==> config.mk <==
export PLATFORM = sky130hd
export DESIGN_NAME = uart_rx_oversample
export DESIGN_NICKNAME = d
export VERILOG_FILES = /design/src/rtl/uart_rx_oversample.sv
export SDC_FILE = /design/constraint.sdc
export NUM_CORES = 1
export LEC_CHECK = 0
export ABC_AREA = 1
export ABC_CLOCK_PERIOD_IN_PS = 2350
export BUFFER_PORTS_ARGS = -buffer_cell sky130_fd_sc_hd__buf_2
export CELL_PAD_IN_SITES_DETAIL_PLACEMENT = 1
export CELL_PAD_IN_SITES_GLOBAL_PLACEMENT = 2
export CORE_MARGIN = 3
export CORE_UTILIZATION = 37
export DETAILED_ROUTE_END_ITERATION = 10
export PLACE_DENSITY = 0.82
export SLEW_MARGIN = 40
export SYNTH_ARGS = -nofsm -noshare
export SYNTH_HDL_FRONTEND = slang
export SYNTH_SLANG_ARGS = --single-unit
==> constraint.sdc <==
create_clock -name clk -period 2.35 [get_ports clk]
set_clock_uncertainty 0.2 [all_clocks]
set_input_delay 0.235 -clock clk [delete_from_list [all_inputs] [get_ports clk]]
set_output_delay 0.235 -clock clk [all_outputs]
set_load 0.02 [all_outputs]
==> src/rtl/uart_rx_oversample.sv <==
// Purpose : oversampling 8N1 UART receiver (DATA_BITS configurable) with 3-sample mid-bit majority vote.
// Latency : o_rx_valid rises (16*DATA_BITS+26)*CLKS_PER_TICK clk after start-bit detection (+2..3 clk sync).
// Backpr. : byte held on o_rx_data/o_rx_valid until i_rx_ready; a byte completing while one is pending is dropped (o_overrun).
//
// Ports:
//   clk          system clock
//   reset        asynchronous active-low reset
//   i_rx_data    asynchronous serial line, idle high
//   o_rx_data    received byte, stable while o_rx_valid=1
//   o_rx_valid   byte available, held until accepted
//   i_rx_ready   host accept; transfer on any edge with o_rx_valid & i_rx_ready
//   o_frame_err  1-cycle pulse: stop bit voted 0, byte discarded
//   o_overrun    1-cycle pulse: new byte dropped because previous one was not accepted
module uart_rx_oversample #(
    parameter int CLKS_PER_TICK = 27,
    parameter int OVERSAMPLE    = 16,
    parameter int DATA_BITS     = 8
) (
    input  logic                 clk,
    input  logic                 reset,
    input  logic                 i_rx_data,
    output logic [DATA_BITS-1:0] o_rx_data,
    output logic                 o_rx_valid,
    input  logic                 i_rx_ready,
    output logic                 o_frame_err,
    output logic                 o_overrun
);

    localparam int TW = (CLKS_PER_TICK > 1) ? $clog2(CLKS_PER_TICK) : 1;
    localparam int SW = $clog2(OVERSAMPLE);
    localparam int BW = $clog2(DATA_BITS);

    // Three sample points centred on mid-bit, and the last sample slot of a bit.
    localparam logic [SW-1:0] SAMP_LO   = SW'(OVERSAMPLE / 2 - 1);
    localparam logic [SW-1:0] SAMP_MID  = SW'(OVERSAMPLE / 2);
    localparam logic [SW-1:0] SAMP_HI   = SW'(OVERSAMPLE / 2 + 1);
    localparam logic [SW-1:0] SAMP_LAST = SW'(OVERSAMPLE - 1);
    localparam logic [TW-1:0] TICK_LAST = TW'(CLKS_PER_TICK - 1);
    localparam logic [BW-1:0] BIT_LAST  = BW'(DATA_BITS - 1);

    typedef enum logic [1:0] {
        ST_IDLE,
        ST_START,
        ST_DATA,
        ST_STOP
    } state_t;

    state_t state, state_nxt;

    // Synchroniser plus one extra flop for falling-edge detection.
    logic rx_meta;
    logic rx_s;
    logic rx_d;

    logic [TW-1:0]        tick_cnt, tick_cnt_nxt;
    logic [SW-1:0]        samp_cnt, samp_cnt_nxt;
    logic [BW-1:0]        bit_cnt, bit_cnt_nxt;
    logic [2:0]           samples, samples_nxt;
    logic [DATA_BITS-1:0] shift_reg, shift_nxt;
    logic [DATA_BITS-1:0] data_nxt;
    logic                 valid_nxt;
    logic                 ferr_nxt;
    logic                 ovr_nxt;

    logic tick;
    logic sample_pt;
    logic vote_full;
    logic vote_stop;

    always_ff @(posedge clk or negedge reset) begin
        if (!reset) begin
            rx_meta <= 1'b1;
            rx_s    <= 1'b1;
            rx_d    <= 1'b1;
        end else begin
            rx_meta <= i_rx_data;
            rx_s    <= rx_meta;
            rx_d    <= rx_s;
        end
    end

    // The timebase only runs inside a frame so the first tick after
    // detection lands exactly CLKS_PER_TICK cycles later.
    assign tick      = (state != ST_IDLE) && (tick_cnt == TICK_LAST);
    assign sample_pt = (samp_cnt == SAMP_LO) || (samp_cnt == SAMP_MID) || (samp_cnt == SAMP_HI);

    // samples holds {s7, s8, s9} once the bit's last sample is in.
    assign vote_full = (samples[2] & samples[1]) | (samples[2] & samples[0]) | (samples[1] & samples[0]);
    // The stop bit commits on the third sample itself, so the live line
    // value stands in for the not-yet-registered s9 sample.
    assign vote_stop = (samples[1] & samples[0]) | (samples[1] & rx_s) | (samples[0] & rx_s);

    always_ff @(posedge clk or negedge reset) begin
        if (!reset) begin
            state       <= ST_IDLE;
            tick_cnt    <= '0;
            samp_cnt    <= '0;
            bit_cnt     <= '0;
            samples     <= '0;
            shift_reg   <= '0;
            o_rx_data   <= '0;
            o_rx_valid  <= 1'b0;
            o_frame_err <= 1'b0;
            o_overrun   <= 1'b0;
        end else begin
            state       <= state_nxt;
            tick_cnt    <= tick_cnt_nxt;
            samp_cnt    <= samp_cnt_nxt;
            bit_cnt     <= bit_cnt_nxt;
            samples     <= samples_nxt;
            shift_reg   <= shift_nxt;
            o_rx_data   <= data_nxt;
            o_rx_valid  <= valid_nxt;
            o_frame_err <= ferr_nxt;
            o_overrun   <= ovr_nxt;
        end
    end

    always_comb begin
        state_nxt    = state;
        tick_cnt_nxt = tick_cnt;
        samp_cnt_nxt = samp_cnt;
        bit_cnt_nxt  = bit_cnt;
        samples_nxt  = samples;
        shift_nxt    = shift_reg;
        data_nxt     = o_rx_data;
        valid_nxt    = o_rx_valid;
        ferr_nxt     = 1'b0;
        ovr_nxt      = 1'b0;

        // Host handshake; a commit below may re-assert valid on the same edge.
        if (o_rx_valid && i_rx_ready) begin
            valid_nxt = 1'b0;
        end

        if (state != ST_IDLE) begin
            tick_cnt_nxt = tick ? '0 : tick_cnt + TW'(1);
        end

        if (tick) begin
            samp_cnt_nxt = samp_cnt + SW'(1);
            if (sample_pt) begin
                samples_nxt = {samples[1:0], rx_s};
            end
        end

        case (state)
            ST_IDLE: begin
                // Only a high-to-low transition starts a frame, so a line
                // held low (break) cannot re-trigger.
                if (rx_d && !rx_s) begin
                    state_nxt    = ST_START;
                    tick_cnt_nxt = '0;
                    samp_cnt_nxt = '0;
                    bit_cnt_nxt  = '0;
                end
            end
            ST_START: begin
                if (tick && samp_cnt == SAMP_LAST) begin
                    if (!vote_full) begin
                        state_nxt   = ST_DATA;
                        bit_cnt_nxt = '0;
                    end else begin
                        state_nxt = ST_IDLE;
                    end
                end
            end
            ST_DATA: begin
                if (tick && samp_cnt == SAMP_LAST) begin
                    shift_nxt = {vote_full, shift_reg[DATA_BITS-1:1]};
                    if (bit_cnt == BIT_LAST) begin
                        state_nxt = ST_STOP;
                    end else begin
                        bit_cnt_nxt = bit_cnt + BW'(1);
                    end
                end
            end
            ST_STOP: begin
                // Commit at the third stop sample rather than the end of the
                // bit, leaving slack for a short stop bit on back-to-back frames.
                if (tick && samp_cnt == SAMP_HI) begin
                    state_nxt    = ST_IDLE;
                    tick_cnt_nxt = '0;
                    samp_cnt_nxt = '0;
                    if (vote_stop) begin
                        if (!o_rx_valid || i_rx_ready) begin
                            data_nxt  = shift_reg;
                            valid_nxt = 1'b1;
                        end else begin
                            ovr_nxt = 1'b1;
                        end
                    end else begin
                        ferr_nxt = 1'b1;
                    end
                end
            end
            default: begin
                state_nxt = ST_IDLE;
            end
        endcase
    end

endmodule

==> metrics.txt <==
vias after detailed routing=1445; CTS Hold Bufs=2; core box area=4940 sq um; total die area=6260 sq um; Synth Flop Type=dfrtp_1; Pre-Repair DR Iteration Count=4; syn avg cell area=8.96 sq um; WHS=70.2 ps; PostCTS Resize Cnt=0; max-cap violation count=0; Post CTS Setup Buffer Count=0; initial antenna violation count=0; number of global-route vias before repair=1520; max-slew violations=0; Synth async-reset ratio=100%; hpwl dp=3060 microns; R2R Path End=o_rx_data[0]; CP required=2330 ps; GRT Residual Overflow=0; Final WS setup=359 ps; pre-CTS WS=366 ps; Max Fclk=502 MHz; clock sinks=39; syn nets=236; CP startpoint=state[0]; total global-route track usage=14.5%; Util after Layout=45.9%; Die W=79.1 microns; Routed Antenna Nets=0; routed vias/inst=4.62; warnings from Yosys=0; Pwr Density=795 nW/um^2; critical path startpoint category=flop; worst hold path type=in2async; R2R cell count=8; Final period util=84.7%; Starting Density=40.1%; critical path endpoint category=flop; routed len/inst=12.4 microns; r2r startpoint=state[0]; CTS buffer count=5; critical path fanouts, max=16; Tmin final=1990 ps; Setup CP Type=reg2reg; die height=79.1 microns; H-Tree Depth=2; Post-synth EDFFs=0; Top-Level Pins=15; post-synthesis sequential area ratio=49.5%; relative slew slack=71.1%; Mapped Cells=221; DRT iter0 DRCs=81; clock root buffer=clkbuf_8; first-pass GRT wire length=7120 microns; Nets=260; ANT cells=0; R2R setup slack=360 ps; Clock Latency Late Sink=290 ps; Critical Path AT=1970 ps; RSZ-0062 raised after global routing=false; Yosys cell types=27; largest net degree at the start of global routing=23; final setup vio count=0; routed wire length=3870 microns; VDD IR max=0.000432 V; number of buffers added on ports=14; clk slew on worst S/H paths=80 ps; Final Hold Fails=0; flops & latches, synth=39; # rows=25; CTS tree=built; LEAKAGE=1.12 nW; Synth Cell Area=1980 sq um; Clock Tree Buf Depth=2; setup_tns=0 ps; Syn-to-layout area delta=14.7%; fraction of layout cells with a size suffix above 1=22.0%; routability cong.=0.804; DRC viols=0; status=completed; actual slew at the worst max-slew pin=430 ps
-- power by group --
| part | internal (mW) | switching, mW |
|---|---|---|
| Clock | 0.316 | 0.240 |
| Sequential | 0.718 | 0.0443 |
| Combinational | 0.153 | 0.331 |
-- final cells by class --
| type | count | area (sq um) |
|---|---|---|
| Inverter | 36 | 135 |
| Multi-Input combinational cell | 144 | 846 |
| Clock buffer | 5 | 68.8 |
| Tap cell | 67 | 83.8 |
| Fill cell | 611 | 2670 |
| Sequential cell | 39 | 980 |
| Timing Repair Buffer | 19 | 113 |
| Clock inverter | 3 | 43.8 |
-- cells in the mapped netlist (4+ instances only) --
master,count,share of area [%]
nand2_2,5,1.6
nand2_1,53,10
xor2_1,4,1.8
nand4_1,4,1.3
a21oi_1,9,2.3
inv_1,33,6.3
o21ai_0,13,3.3
o21ai_2,8,3.5
ha_1,11,7.0
nand3_1,11,2.8
dfrtp_1,36,46
nor2_1,11,2.1
-- cell usage in the layout (no fill, tap or decap), types with 4 or more instances in the layout --
master,synthesis,routed
buf_2,0,14
o21ai_0,13,13
clkbuf_8,0,5
o21ai_2,8,8
dfrtp_1,36,36
nand2_2,5,5
nor2_1,11,11
inv_1,33,33
ha_1,11,11
nand4_1,4,4
nand3_1,11,11
nand2_1,53,53
a21oi_1,9,9
xor2_1,4,4
-- critical path: stages, from the launching register on --
cell     delay [ps]
dfrtp_1         430
inv_1           100
ha_1            270
inv_2           180
nand3_4         130
nor2_4          140
nand3_4         220
nand2_1         150
o21ai_2          60
-- cell families after synthesis --
kind of cell / count (synthesis) / share of synthesized area [%]
compound gates: 34 / 10.4
xor+xnor: 4 / 1.77
fa+ha+maj: 11 / 6.95
buf+inv: 38 / 7.78
flops: 39 / 49.5
simple gates: 95 / 23.6
-- how the worst max path moves through the flow --
stage          cells after the start            to  slack (ps)
3_5_place_dp                       8  o_rx_data[5]         370
6_report                           8  o_rx_data[0]         360
5_1_grt                            8  o_rx_data[0]         190
3_3_place_gp                       8  o_rx_data[6]         420
2_1_floorplan                      9  o_rx_data[3]         600
4_1_cts                            8  o_rx_data[5]         340
-- per-stage QoR --
stage	instances	area (sq um)	power (mW)
floorplan	221	1980	1.13
global placement	303	2140	1.26
detailed placement	303	2140	1.26
CTS	313	2270	1.83
global route	313	2270	1.94
finish	313	2270	1.80
-- layer usage --
layer	track usage (%)	up-vias	routed length, microns
met3	2.72	5	80
met1	19.7	687	1940
met4	5.67	0	53
met5	0	-	0
li1	-	742	-
met2	22.9	11	1800
No activity file was read; power rests on OpenSTA's default activity.
